## src/rtl/subpel_block_scheduler.sv

```systemverilog
// Block scheduler for the sub-pixel interpolation engine: raster-walks the frame's blocks,
// fetches one reference row at a time, feeds the engine and hands finished block coordinates on.
module subpel_block_scheduler #(
    parameter int unsigned BLK_COLS     = 4,
    parameter int unsigned BLK_ROWS     = 4,
    parameter int unsigned ROWS_PER_BLK = 15,
    parameter int unsigned ROW_W        = 120,
    parameter int unsigned BX_W         = 8
) (
    input  logic             clk,
    input  logic             rst,
    input  logic             start,
    output logic             busy,
    output logic             frame_done,
    output logic             err,
    output logic             req_valid,
    input  logic             req_ready,
    output logic [BX_W-1:0]  req_bx,
    output logic [BX_W-1:0]  req_by,
    output logic [3:0]       req_row,
    input  logic             rsp_valid,
    input  logic [ROW_W-1:0] rsp_row,
    output logic             eng_clr,
    output logic [ROW_W-1:0] eng_row,
    output logic             eng_row_valid,
    input  logic             eng_done,
    output logic             out_valid,
    input  logic             out_ready,
    output logic [BX_W-1:0]  out_bx,
    output logic [BX_W-1:0]  out_by
);
    localparam int unsigned ROW_IW = 4;
    localparam logic [ROW_IW-1:0] LAST_ROW = ROW_IW'(ROWS_PER_BLK - 1);
    localparam logic [BX_W-1:0]   LAST_BX  = BX_W'(BLK_COLS - 1);
    localparam logic [BX_W-1:0]   LAST_BY  = BX_W'(BLK_ROWS - 1);

    typedef enum logic [2:0] {
        S_IDLE  = 3'd0,
        S_CLR   = 3'd1,
        S_REQ   = 3'd2,
        S_WAIT  = 3'd3,
        S_FEED  = 3'd4,
        S_DRAIN = 3'd5,
        S_OUT   = 3'd6
    } state_e;

    state_e            state_q, state_d;
    logic [BX_W-1:0]   bx_q, bx_d, by_q, by_d;
    logic [BX_W-1:0]   out_bx_q, out_bx_d, out_by_q, out_by_d;
    logic [ROW_IW-1:0] row_q, row_d;
    logic [ROW_W-1:0]  eng_row_q, eng_row_d;
    logic              err_q, err_d;
    logic              frame_done_q, frame_done_d;
    logic              busy_q, req_valid_q, eng_clr_q, eng_row_valid_q, out_valid_q;
    logic              err_clr, err_set;

    // State, counters and registered outputs; strobes are decoded from the next state.
    always_ff @(posedge clk) begin
        if (rst) begin
            state_q         <= S_IDLE;
            bx_q            <= '0;
            by_q            <= '0;
            row_q           <= '0;
            out_bx_q        <= '0;
            out_by_q        <= '0;
            eng_row_q       <= '0;
            err_q           <= 1'b0;
            frame_done_q    <= 1'b0;
            busy_q          <= 1'b0;
            req_valid_q     <= 1'b0;
            eng_clr_q       <= 1'b0;
            eng_row_valid_q <= 1'b0;
            out_valid_q     <= 1'b0;
        end else begin
            state_q         <= state_d;
            bx_q            <= bx_d;
            by_q            <= by_d;
            row_q           <= row_d;
            out_bx_q        <= out_bx_d;
            out_by_q        <= out_by_d;
            eng_row_q       <= eng_row_d;
            err_q           <= err_d;
            frame_done_q    <= frame_done_d;
            busy_q          <= (state_d != S_IDLE);
            req_valid_q     <= (state_d == S_REQ);
            eng_clr_q       <= (state_d == S_CLR);
            eng_row_valid_q <= (state_d == S_FEED);
            out_valid_q     <= (state_d == S_OUT);
        end
    end

    // Next-state, raster counters and sticky protocol error.
    always_comb begin
        state_d      = state_q;
        bx_d         = bx_q;
        by_d         = by_q;
        row_d        = row_q;
        out_bx_d     = out_bx_q;
        out_by_d     = out_by_q;
        eng_row_d    = eng_row_q;
        frame_done_d = 1'b0;
        err_clr      = 1'b0;
        err_set      = (rsp_valid && (state_q != S_WAIT)) ||
                       (eng_done  && (state_q != S_DRAIN));

        case (state_q)
            S_IDLE: begin
                if (start) begin
                    state_d = S_CLR;
                    bx_d    = '0;
                    by_d    = '0;
                    row_d   = '0;
                    err_clr = 1'b1;
                end
            end
            S_CLR: state_d = S_REQ;
            S_REQ: begin
                if (req_valid_q && req_ready) state_d = S_WAIT;
            end
            S_WAIT: begin
                if (rsp_valid) begin
                    eng_row_d = rsp_row;
                    state_d   = S_FEED;
                end
            end
            S_FEED: begin
                if (row_q == LAST_ROW) begin
                    row_d   = '0;
                    state_d = S_DRAIN;
                end else begin
                    row_d   = row_q + ROW_IW'(1);
                    state_d = S_REQ;
                end
            end
            S_DRAIN: begin
                if (eng_done) begin
                    out_bx_d = bx_q;
                    out_by_d = by_q;
                    state_d  = S_OUT;
                end
            end
            S_OUT: begin
                if (out_valid_q && out_ready) begin
                    if ((bx_q == LAST_BX) && (by_q == LAST_BY)) begin
                        bx_d         = '0;
                        by_d         = '0;
                        frame_done_d = 1'b1;
                        state_d      = S_IDLE;
                    end else begin
                        if (bx_q == LAST_BX) begin
                            bx_d = '0;
                            by_d = by_q + BX_W'(1);
                        end else begin
                            bx_d = bx_q + BX_W'(1);
                        end
                        state_d = S_CLR;
                    end
                end
            end
            default: state_d = S_IDLE;
        endcase

        err_d = err_clr ? 1'b0 : (err_q | err_set);
    end

    assign busy          = busy_q;
    assign frame_done    = frame_done_q;
    assign err           = err_q;
    assign req_valid     = req_valid_q;
    assign req_bx        = bx_q;
    assign req_by        = by_q;
    assign req_row       = row_q;
    assign eng_clr       = eng_clr_q;
    assign eng_row       = eng_row_q;
    assign eng_row_valid = eng_row_valid_q;
    assign out_valid     = out_valid_q;
    assign out_bx        = out_bx_q;
    assign out_by        = out_by_q;

endmodule

```

## config.mk

```make
export PLATFORM = sky130hd
export DESIGN_NAME = subpel_block_scheduler
export DESIGN_NICKNAME = d
export VERILOG_FILES = /design/src/rtl/subpel_block_scheduler.sv
export SDC_FILE = /design/constraint.sdc
export NUM_CORES = 1
export LEC_CHECK = 0
export ABC_AREA = 1
export ABC_CLOCK_PERIOD_IN_PS = 1950
export BUFFER_PORTS_ARGS = -buffer_cell sky130_fd_sc_hd__buf_2
export CAP_MARGIN = 20
export CELL_PAD_IN_SITES_DETAIL_PLACEMENT = 0
export CELL_PAD_IN_SITES_GLOBAL_PLACEMENT = 1
export CORE_MARGIN = 8
export CORE_UTILIZATION = 30
export CTS_CLUSTER_SIZE = 20
export DETAILED_ROUTE_END_ITERATION = 16
export PLACE_DENSITY = 0.84
export SLEW_MARGIN = 20
export SYNTH_ARGS = -nofsm -noshare
export SYNTH_HDL_FRONTEND = slang
export SYNTH_SLANG_ARGS = --single-unit
```

## constraint.sdc

```tcl
create_clock -name clk -period 1.95 [get_ports clk]
set_input_delay 0.0975 -clock clk [delete_from_list [all_inputs] [get_ports clk]]
set_output_delay 0.0975 -clock clk [all_outputs]
set_load 0.03 [all_outputs]
```

### Word-level counts from Yosys, hierarchy flattened

Index checks and enable logic that the tools add are counted.

| word-level totals | value |
|---|---|
| register bits after elaboration | 166 |
| input bits | 127 |
| output and inout bits | 163 |
| word-level logic and storage cells | 78 |

| operators by class | value |
|---|---|
| add/subtract/negate cells | 3 |
| eq/ne operators | 18 |
| mux-type cells | 23 |
| bitwise gates (word level) | 3 |
| reduce and logical (&&, ||, !) cells | 17 |

Operators by type and width:

| operator | count |
|---|---|
| 8-bit two-way mux | 7 |
| 8-bit one-hot mux with 2 select lines | 2 |
| 3-bit one-hot mux with 7 select lines | 1 |
| 3-bit two-way mux | 6 |
| 8-bit by 1-bit adder with 8-bit output, second input constant | 2 |
| 8-bit by 2-bit == test with 1-bit output, second input constant | 2 |
| 3-bit == test, second input constant | 5 |
| 3-bit by 2-bit == test with 1-bit output, second input constant | 3 |
| 4-bit two-way mux | 2 |
| 4-bit one-hot mux with 2 select lines | 1 |
| 3-bit by 1-bit == test with 1-bit output, second input constant | 2 |
| 3-bit inequality test, second input constant | 2 |
| 2-bit AND reduction | 3 |
| 1-bit logical AND | 5 |
| 4-bit by 1-bit adder with 4-bit output, second input constant | 1 |
| 4-bit == test, second input constant | 1 |
| 1-bit two-way mux | 4 |
| 2-bit inequality test, second input constant | 2 |
| 4-bit AND reduction | 1 |
| 2-bit nonzero test | 2 |
| 3-bit zero test | 1 |
| 3-bit by 2-bit inequality test with 1-bit output, second input constant | 1 |
| 3-bit AND reduction | 1 |
| 3-bit nonzero test | 1 |
| other kinds (5) | 6 |

### Depth between registers and ports, before layout

Gate-level depths: netlist (run 1).

| logic depth | value |
|---|---|
| depth in word-level cells | 6 |
| gate-level depth with buffers | 10 |
| gate-level depth less buffers | 10 |

### Worst setup path before layout (run 1)

No wires, ideal clock.

| timing path | value |
|---|---|
| path kind | register to register |
| start point | register bx_q[0] (netlist: req_bx[0]) |
| end point | register by_q[6] (netlist: req_by[6]) |
| library setup time | 128 ps |
| data arrival time | 1532 ps |
| data required time | 1822 ps |
| slack | 291 ps |
| stages on the path, launching flop included | 10 |
| buffers on the path | 1 |
| period minus slack after synthesis | 1659 ps |
| cells stage by stage | dfxtp_1 -> ha_1 -> nand3_1 -> nor2_1 -> nand2_1 -> nand2_1 -> buf_2 -> nor2_1 -> nor2_1 -> nor2_1 |

| on the way | value |
|---|---|
| cells in the longest elaborated chain, start to end | 5 |
| elaborated cells on any way between the ends | 7 |
| classes of those cells | eq/ne: 2; mux: 3; reduce/logical: 2 |

Ends and longest elaborated chain:

| element | RTL line | text |
|---|---|---|
| start, declared | 48 | `logic [BX_W-1:0] bx_q, bx_d, by_q, by_d;` |
| start signal, assigned | 61 | `bx_q <= '0;` |
| start signal, assigned | 76 | `bx_q <= bx_d;` |
| 8-bit by 2-bit == test with 1-bit output * | 144, 150 |  |
| 1-bit logical AND | 144 | `if ((bx_q == LAST_BX) && (by_q == LAST_BY)) begin` |
| 8-bit two-way mux | 144 |  |
| 8-bit two-way mux | 143 | `if (out_valid_q && out_ready) begin` |
| 8-bit one-hot mux with 2 select lines | 106 | `case (state_q)` |
| end signal, assigned | 77 | `by_q <= by_d;` |
| end, declared | 48 |  |

Every way passes the cells marked *; elsewhere a longest branch is shown, timed or not. The select of a mux whose other input is x is not followed.
A chain may end at the register's enable or synchronous reset.

### Worst setup path after layout (run 1)

| timing path | value |
|---|---|
| start point | register state_q[0] |
| end point | register eng_row_q[80] (netlist: eng_row[80]) |

| on the way | value |
|---|---|
| cells in the longest elaborated chain, start to end | 2 |

Ends and longest elaborated chain:

| element | RTL line | text |
|---|---|---|
| start, declared | 47 | `state_e state_q, state_d;` |
| start signal, assigned | 75 | `state_q <= state_d;` |
| 3-bit by 2-bit == test with 1-bit output | 106 |  |
| 2-bit AND reduction (no line) | - |  |
| end signal, assigned | 81 | `eng_row_q <= eng_row_d;` |
| end, declared | 51 | `logic [ROW_W-1:0] eng_row_q, eng_row_d;` |

Every way passes these cells.

==> results of run 1 <==
stage by stage:
stage	power [mW]	worst slack [ns]
after floorplan	3.880	0.2908
after global placement	4.142	0.3453
after detailed placement	4.144	0.2821
after CTS	7.717	0.1314
after global routing	7.937	0.02242
final	7.618	0.1255
cells by family (layout without fill, tap and decap cells):
family                     Yosys count  after routing  share of synthesized area
other                                0              2                          0
DFF                                166            166                     0.5147
xor gates and xnor gates             3              3                   0.004071
and+or+nand+nor                    403            403                     0.2713
buffers and inverters               96            491                    0.06570
adders and majority gates            4              4                   0.007752
AOI/OAI and AO/OA                  174            174                     0.1364
worst max-delay path: cells and delay by family, from the launching register on:
| family | cells | cell delay [ns] |
|---|---|---|
| flip-flops | 1 | 0.45 |
| AND/OR/NAND/NOR | 3 | 0.39 |
| buffers and inverters | 2 | 0.77 |
| AO/OA/AOI/OAI | 1 | 0.14 |
cells in the mapped netlist, drive strengths merged:
library cell / n
nand2: 185
dfxtp: 166
a21oi: 145
nand3: 144
nor2: 62
clkbuf: 35
inv: 33
buf: 27
o21ai: 26
nor3: 7
ha: 4
nand4: 3
xor2: 3
a31oi: 1
clkinv: 1
nor4: 1
o211ai: 1
o21a: 1
or2: 1
sequential cells by signal, indices dropped and copies added (netlist names), 3 cells and up:
name	cells
req_by	8
out_by	8
state_q	3
req_bx	8
eng_row	120
out_bx	8
req_row	4
layer usage:
layer,up-vias,share of wire,track usage
li1,3578,-,-
met1,3398,0.41,0.2199
met2,277,0.49,0.2893
met3,48,0.071,0.04373
met4,0,0.027,0.08048
met5,-,0,0
worst paths after layout:
kind | end | slack, ns | startpoint | depth (start not counted)
worst max-delay path | eng_row[80] | 0.13 | state_q[0] | 6
worst min-delay path | err | 0.10 | eng_done | 5
worst max register to register | eng_row[80] | 0.13 | state_q[0] | 6
worst min register to register | eng_row[63] | 0.46 | eng_row[63] | 2
report_power, final:
group	internal, mW	switching (mW)
Sequential	3.44	0.0361
Combinational	0.362	0.437
Clock	1.75	1.60
Total	5.55	2.07
layout make-up:
class / instances / area, µm²
antenna: 2 / 5.005
fill: 2061 / 11120
clock inverter: 14 / 157.7
inverter: 34 / 127.6
tap: 275 / 344.1
multi-input combinational: 584 / 2716
clock buffer: 18 / 439.2
sequential: 166 / 3323
timing repair buffer: 425 / 2853
what timing repair did:
item	CTS	global route
hold endpoints to repair	120	0
endpoints found under the setup margin	0	0
hold buffers	122	0
==> flow_summary.yaml, run 1 <==
status:
  outcome: "finished clean"
routing:
  drt_wl_total_um: 24830
  num_vias: 7301
  final_antenna_net_count: 0
  vias_per_cell: 4.810
  avgRoutedWirePerCell_um: 16.36
  firstDrtPassIters: 5
  post-route-drc-count: 0
  drtIter0Drc: 760
cts:
  cts_tree: "done"
  clock_latency_ns: 0.43
  clock_path_buffers: 2
  cts_inserted_buffers: 17
  cts_root_buffer: "clkbuf_16"
  cts_setup_buffers: 0
  clock-sinks: 166
  cts_resized: 0
  clkTransAtPathRegs_ns: 0.07
  h-tree-depth: 4
synth:
  ys_warn_count: 0
  synth_top_area_share: 0.5147
  synth_area_mm2: 0.006456
  syn_nets: 977
  synth_area_per_cell_um2: 7.631
  synth_cells: 846
  synth-seq-cells: 166
  ys_seq_area_frac: 0.5147
  synth.distinct_cells: 28
  yosys-top-cells-area: "dfxtp_1 51%, a21oi_1 11%, nand3_1 11%, nand2_1 11%, nor2_1 3.4%"
  synth_largest_area_cell: "dfxtp_1"
setup_path:
  path_class: "flop to flop"
  crit_slowest_cell: "dlygate4sd3_1"
  crit_required_ns: 2.30
  end_kind: "flop"
  crit_fanout: 23
  crit_arrival_ns: 2.17
  slowest_delay_ns: 0.57
  worstPathCellList: "nand2_2 -> nor2_4 -> buf_12 -> nand3_1 -> dlygate4sd3_1 -> a21oi_1"
  crit_path_start_kind: "flop"
floorplan:
  core_mm2: 0.02109
  die_area_mm2: 0.02647
  top_level_ports: 290
  dieHeight_um: 162.7
  start_util: 0.3062
  fp.dieW_um: 162.7
  row_count: 53
placed_design:
  gp_congestion: 0.8508
  io_buffers: 289
  dp_hpwl_um: 16270
  dpl.cell_count: 1362
  placed_area_mm2: 0.008143
power:
  ir_drop_mv: 0.5031
  power.density_mw_per_mm2: 764.4
  leakagePower_nw: 4.397
sta:
  period_share: 0.9357
  hold_viol_final: 0
  grt_setup_unrepaired: "false"
  min_period_ns: 1.825
  hold_slack_ns: 0.1013
  maxSlewViolCount: 0
  setup_viol: 0
  finalSetupTns_ns: 0
  skew_ns: 0.01501
  fmax_ghz: 0.5481
  timing.slew.headroom: 0.5358
  tightest_slew_ns: 0.6962
run:
  maxCapViolCount: 0
global_route:
  antenna_found_initial: 1
  grt_pass1_vias: 6957
  grt_pass1_wl_um: 38310
  grt_start_max_net_pins: 131
  grtUsageTotal: 0.1783
  grt.overflow.total: 0
layout:
  drive_gt1_frac: 0.2796
  area_delta_synth_final_pct: 54.36
  nNetsFinal: 1359
  instances_no_fill: 1518
  layout_common_cells: "287 x buf_2, 183 x nand2_1, 166 x dfxtp_1"
  post-route-util: 0.4726
  stdcell_area_mm2: 0.009966
  layout_commonest_cell: "buf_2"
min_path:
  hold_path_class: "primary input to flop"
(Power assumes the default switching activity.)
==> run 2, diff against run 1 <==
SETUP_SLACK_MARGIN = 0.15   (was default)
==> run 2 against run 1 <==
Net effect: worst setup slack improved by 0.23 ns; clock-buffer cell count unchanged; total power increased by 0.12%; via count decreased by 0.51%; worst hold slack about the same; critical path depth increased by 2; cell area about the same; die area unchanged; largest cell class unchanged.
==> flow_summary.yaml, run 2 (synthesis gave the netlist of run 1 again) <==
sta:
  min_period_ns: 1.597
  period_share: 0.8189
  maxSlewViolCount: 0
  setup_viol: 0
  grt_setup_unrepaired: "false"
  hold_slack_ns: 0.1013
  skew_ns: 0.01613
  finalSetupTns_ns: 0
  hold_viol_final: 0
  timing.slew.headroom: 0.5419
  worst_slack_ns: 0.3531
  tightest_slew_ns: 0.6871
  fmax_ghz: 0.6262
setup_path:
  cp_top_family: "simple AND/OR/NAND/NOR gates"
  worstPathCellList: "ha_1 -> nand3_1 -> nor2_1 -> nand2_1 -> nand2_2 -> nor2_1 -> nor2_1 -> nor2_1"
  ff2ff_path_depth: 8
  crit_required_ns: 2.23
  slowest_delay_ns: 0.43
  cp_num_cells: 8
  r2r-start: "req_bx[0]"
  crit_arrival_ns: 1.88
  end_kind: "flop"
  crit_fanout: 11
  startpoint: "req_bx[0]"
  crit_slowest_cell: "dfxtp_1"
  crit_path_start_kind: "flop"
  crit_buf_inv: 0
  path_common_cell: "nor2_1"
  path_class: "flop to flop"
min_path:
  min_path_cells: 5
  hold_path_class: "primary input to flop"
  hold_start: "eng_done"
global_route:
  grt_pass1_vias: 6945
  grt.overflow.total: 0
  antenna_found_initial: 1
  grtUsageTotal: 0.1781
  grt_start_max_net_pins: 131
  grt_pass1_wl_um: 38240
cts:
  h-tree-depth: 4
  clkTransAtPathRegs_ns: 0.07
  clock-sinks: 166
  cts_root_buffer: "clkbuf_16"
  cts_tree: "done"
  clock_latency_ns: 0.43
  cts_inserted_buffers: 17
  cts_setup_buffers: 0
  clock_path_buffers: 2
floorplan:
  top_level_ports: 290
  row_count: 53
  core_mm2: 0.02109
  fp.dieW_um: 162.7
  die_area_mm2: 0.02647
  start_util: 0.3062
  dieHeight_um: 162.7
layout:
  largest_reg_flops: 120
  instances_no_fill: 1517
  layout_commonest_cell: "buf_2"
  area_delta_synth_final_pct: 54.24
  nNetsFinal: 1358
  stdcell_area_mm2: 0.009958
  layout_common_cells: "287 x buf_2, 182 x nand2_1, 166 x dfxtp_1"
  drive_gt1_frac: 0.2806
  post-route-util: 0.4722
  fillers: 2067
routing:
  num_vias: 7264
  drtIter0Drc: 661
  drt_wl_total_um: 24780
  avgRoutedWirePerCell_um: 16.33
  firstDrtPassIters: 5
  post-route-drc-count: 0
  vias_per_cell: 4.788
  final_antenna_net_count: 0
run:
  maxCapViolCount: 0
power:
  leakagePower_nw: 4.398
  finalPower_mw: 7.628
  power.density_mw_per_mm2: 766.0
  ir_drop_mv: 0.5030
status:
  outcome: "finished clean"
placed_design:
  io_buffers: 289
  dpl.cell_count: 1362
  gp_congestion: 0.8508
  placed_area_mm2: 0.008143
  dp_slack_ns: 0.2821
  dp_hpwl_um: 16270
[run 2: changes by cell type in the layout (fill, tap and decap cells not counted)]
cell           before  now
nand2_2             1    2
dlygate4sd3_1     122  121
nand2_1           183  182
[run 2: power by group]
part / total [mW] / internal (mW) / switching (mW)
clock: 3.35 / 1.75 / 1.61
combinational: 0.801 / 0.363 / 0.437
sequential: 3.47 / 3.44 / 0.0361
total: 7.63 / 5.55 / 2.08
[run 2: path summary, 6_finish.rpt]
| path | slack [ns] | to |
|---|---|---|
| setup / recovery | 0.35 | req_by[6] |
| setup reg to reg | 0.35 | req_by[6] |
| hold / removal | 0.10 | err |
| hold reg to reg | 0.46 | eng_row[63] |
[run 2: repair_timing]
action / CTS / global route
gates resized for setup: 0 / 1
hold endpoints to repair: 120 / 0
setup endpoints to repair: 0 / 6
hold buffers: 121 / 0
[run 2: final cells by class]
class                   count  area (µm²)  area share
diodes                      2       5.005   0.0005026
clock buffers              18       439.2     0.04410
clock inverters            14       157.7     0.01583
inverters                  34       127.6     0.01282
multi-input cells         584        2719      0.2730
flip-flops and latches    166        3323      0.3337
well taps                 275       344.1     0.03455
repair buffers            424        2843      0.2855
[run 2: worst register-to-register path: cells and delay by family (launching register included)]
family        cells  cell delay, ns
fa+ha+maj         1            0.27
flops             1            0.43
simple gates      7            0.75
[run 2: per-layer routing]
metal,wire length [µm],GRT usage,up-vias
met5,0,0,-
met4,681,0.08048,0
met3,1788,0.04373,47
met2,12050,0.2891,263
met1,10250,0.2194,3379
li1,-,-,3575
==> run 3, diff against run 2 <==
ABC_CLOCK_PERIOD_IN_PS = 1500   (was 1950)
clock period = 1.5 ns   (was 1.95 ns; I/O delays follow)
==> run 3 against run 2 <==
Net effect: sequential cell count stayed put; die area unchanged; critical path depth shrank 1; clock power grew 31%; clock-buffer cell count is the same; via count increased by 3.3%; combinational power is 55% higher.
==> flow_summary.yaml, run 3 (synthesis gave the netlist of run 1 again) <==
sta:
  skew_ns: 0.01438
  hold_viol_final: 0
  setup_viol: 0
  finalSetupTns_ns: 0
  min_period_ns: 1.448
  timing.slew.headroom: 0.6554
  grt_setup_unrepaired: "true"
  maxSlewViolCount: 0
  tightest_slew_ns: 0.5168
  period_share: 0.9655
  hold_slack_ns: 0.1028
  fmax_ghz: 0.6905
routing:
  firstDrtPassIters: 6
  drtIter0Drc: 649
  post-route-drc-count: 0
  avgRoutedWirePerCell_um: 16.69
  final_antenna_net_count: 0
  num_vias: 7506
  drt_wl_total_um: 26180
  vias_per_cell: 4.784
layout:
  area_delta_synth_final_pct: 69.03
  nNetsFinal: 1410
  layout_commonest_cell: "buf_2"
  drive_gt1_frac: 0.3676
  largest_reg_flops: 120
  layout_common_cells: "287 x buf_2, 157 x nand2_1, 148 x dfxtp_1"
placed_design:
  gp_congestion: 0.8524
  io_buffers: 289
  dp_hpwl_um: 16900
setup_path:
  worstPathCellList: "buf_6 -> nor2_4 -> buf_6 -> buf_12 -> buf_16 -> nand3_1 -> a21oi_2"
  crit_fanout: 33
  cp_top_family: "buffers and inverters"
  path_class: "flop to flop"
  crit_buf_inv: 4
  slowest_delay_ns: 0.34
  crit_path_start_kind: "flop"
  crit_arrival_ns: 1.81
  crit_slowest_cell: "dfxtp_2"
  crit_required_ns: 1.86
  end_kind: "flop"
  path_common_cell: "buf_6"
cts:
  clock_path_buffers: 2
  cts_tree: "done"
  clkTransAtPathRegs_ns: 0.08
  cts_root_buffer: "clkbuf_16"
  cts_inserted_buffers: 17
  clock-sinks: 166
  h-tree-depth: 4
  clock_latency_ns: 0.44
power:
  leakagePower_nw: 4.802
  ir_drop_mv: 0.6877
  power.density_mw_per_mm2: 929.1
floorplan:
  start_util: 0.3062
  dieHeight_um: 162.7
  top_level_ports: 290
  core_mm2: 0.02109
  row_count: 53
  fp.dieW_um: 162.7
  die_area_mm2: 0.02647
global_route:
  gr-usage-met1: 0.2239
  grt_start_max_net_pins: 107
  grt_pass1_vias: 7370
  grt.overflow.total: 0
  grtUsageMet2: 0.3072
  grtUsageTotal: 0.1875
  grt_busiest_layer: "met2"
  gr-usage-met3: 0.04828
  grt_pass1_wl_um: 39920
  antenna_found_initial: 2
run:
  maxCapViolCount: 0
status:
  outcome: "finished clean"
min_path:
  hold_path_class: "primary input to flop"
-- run 3: stage by stage --
step                std cells    util  power [mW]  instance area, µm²  worst slack, ns
finish                   1569  0.5175       10.14               10910          0.05174
global route             1569  0.5175       10.52               10910          0.01344
CTS                      1558  0.5019       10.17               10580           0.1227
detailed placement       1386  0.4012       5.449                8461          0.01647
global placement         1386  0.4012       5.445                8461          0.03164
floorplan                 846       -       5.051                6497           0.1533
-- run 3: worst paths after layout --
kind / start / end / slack [ns] / cells after the start
worst max-delay path: state_q[2] / eng_row[32] / 0.05 / 7
worst max register to register: state_q[2] / eng_row[32] / 0.05 / 7
worst min-delay path: start / req_row[0] / 0.10 / 4
worst min register to register: eng_row[9] / eng_row[9] / 0.46 / 2
-- run 3: where the power goes --
part	switching, mW	leakage [nW]	internal [mW]	total [mW]
registers	0.0473	1.35	4.47	4.51
logic	0.639	3.17	0.605	1.24
clock network	2.14	0.281	2.24	4.38
total	2.83	4.80	7.31	10.1
-- run 3: final cells by class --
cell class / count / area (µm²)
diodes: 2 / 5.005
clock buffers: 18 / 429.2
clock inverters: 14 / 162.7
fillers: 1902 / 10170
inverters: 34 / 130.1
multi-input cells: 584 / 2974
flip-flops and latches: 166 / 3361
well taps: 275 / 344.1
repair buffers: 476 / 3507
-- run 3: worst min-delay path, cell delays in order --
cell and delay (ns):
buf_2 0.13, o21ai_2 0.10, o21ai_0 0.15, a21oi_1 0.04
-- run 3: layer usage --
layer  share of wire  wire length, µm
met1            0.41            10800
met2            0.49            12860
met3           0.065             1710
met4           0.031              809
met5               0                0
-- run 3: what timing repair did --
item | 4_1_cts | 5_1_grt
endpoints found under the setup margin | 120 | 138
buffers inserted | 15 | 9
pin swaps | 11 | 34
cloned | 3 | 0
gates resized for setup | 34 | 79
hold buffers | 122 | 0
endpoints found under the hold margin | 123 | 0
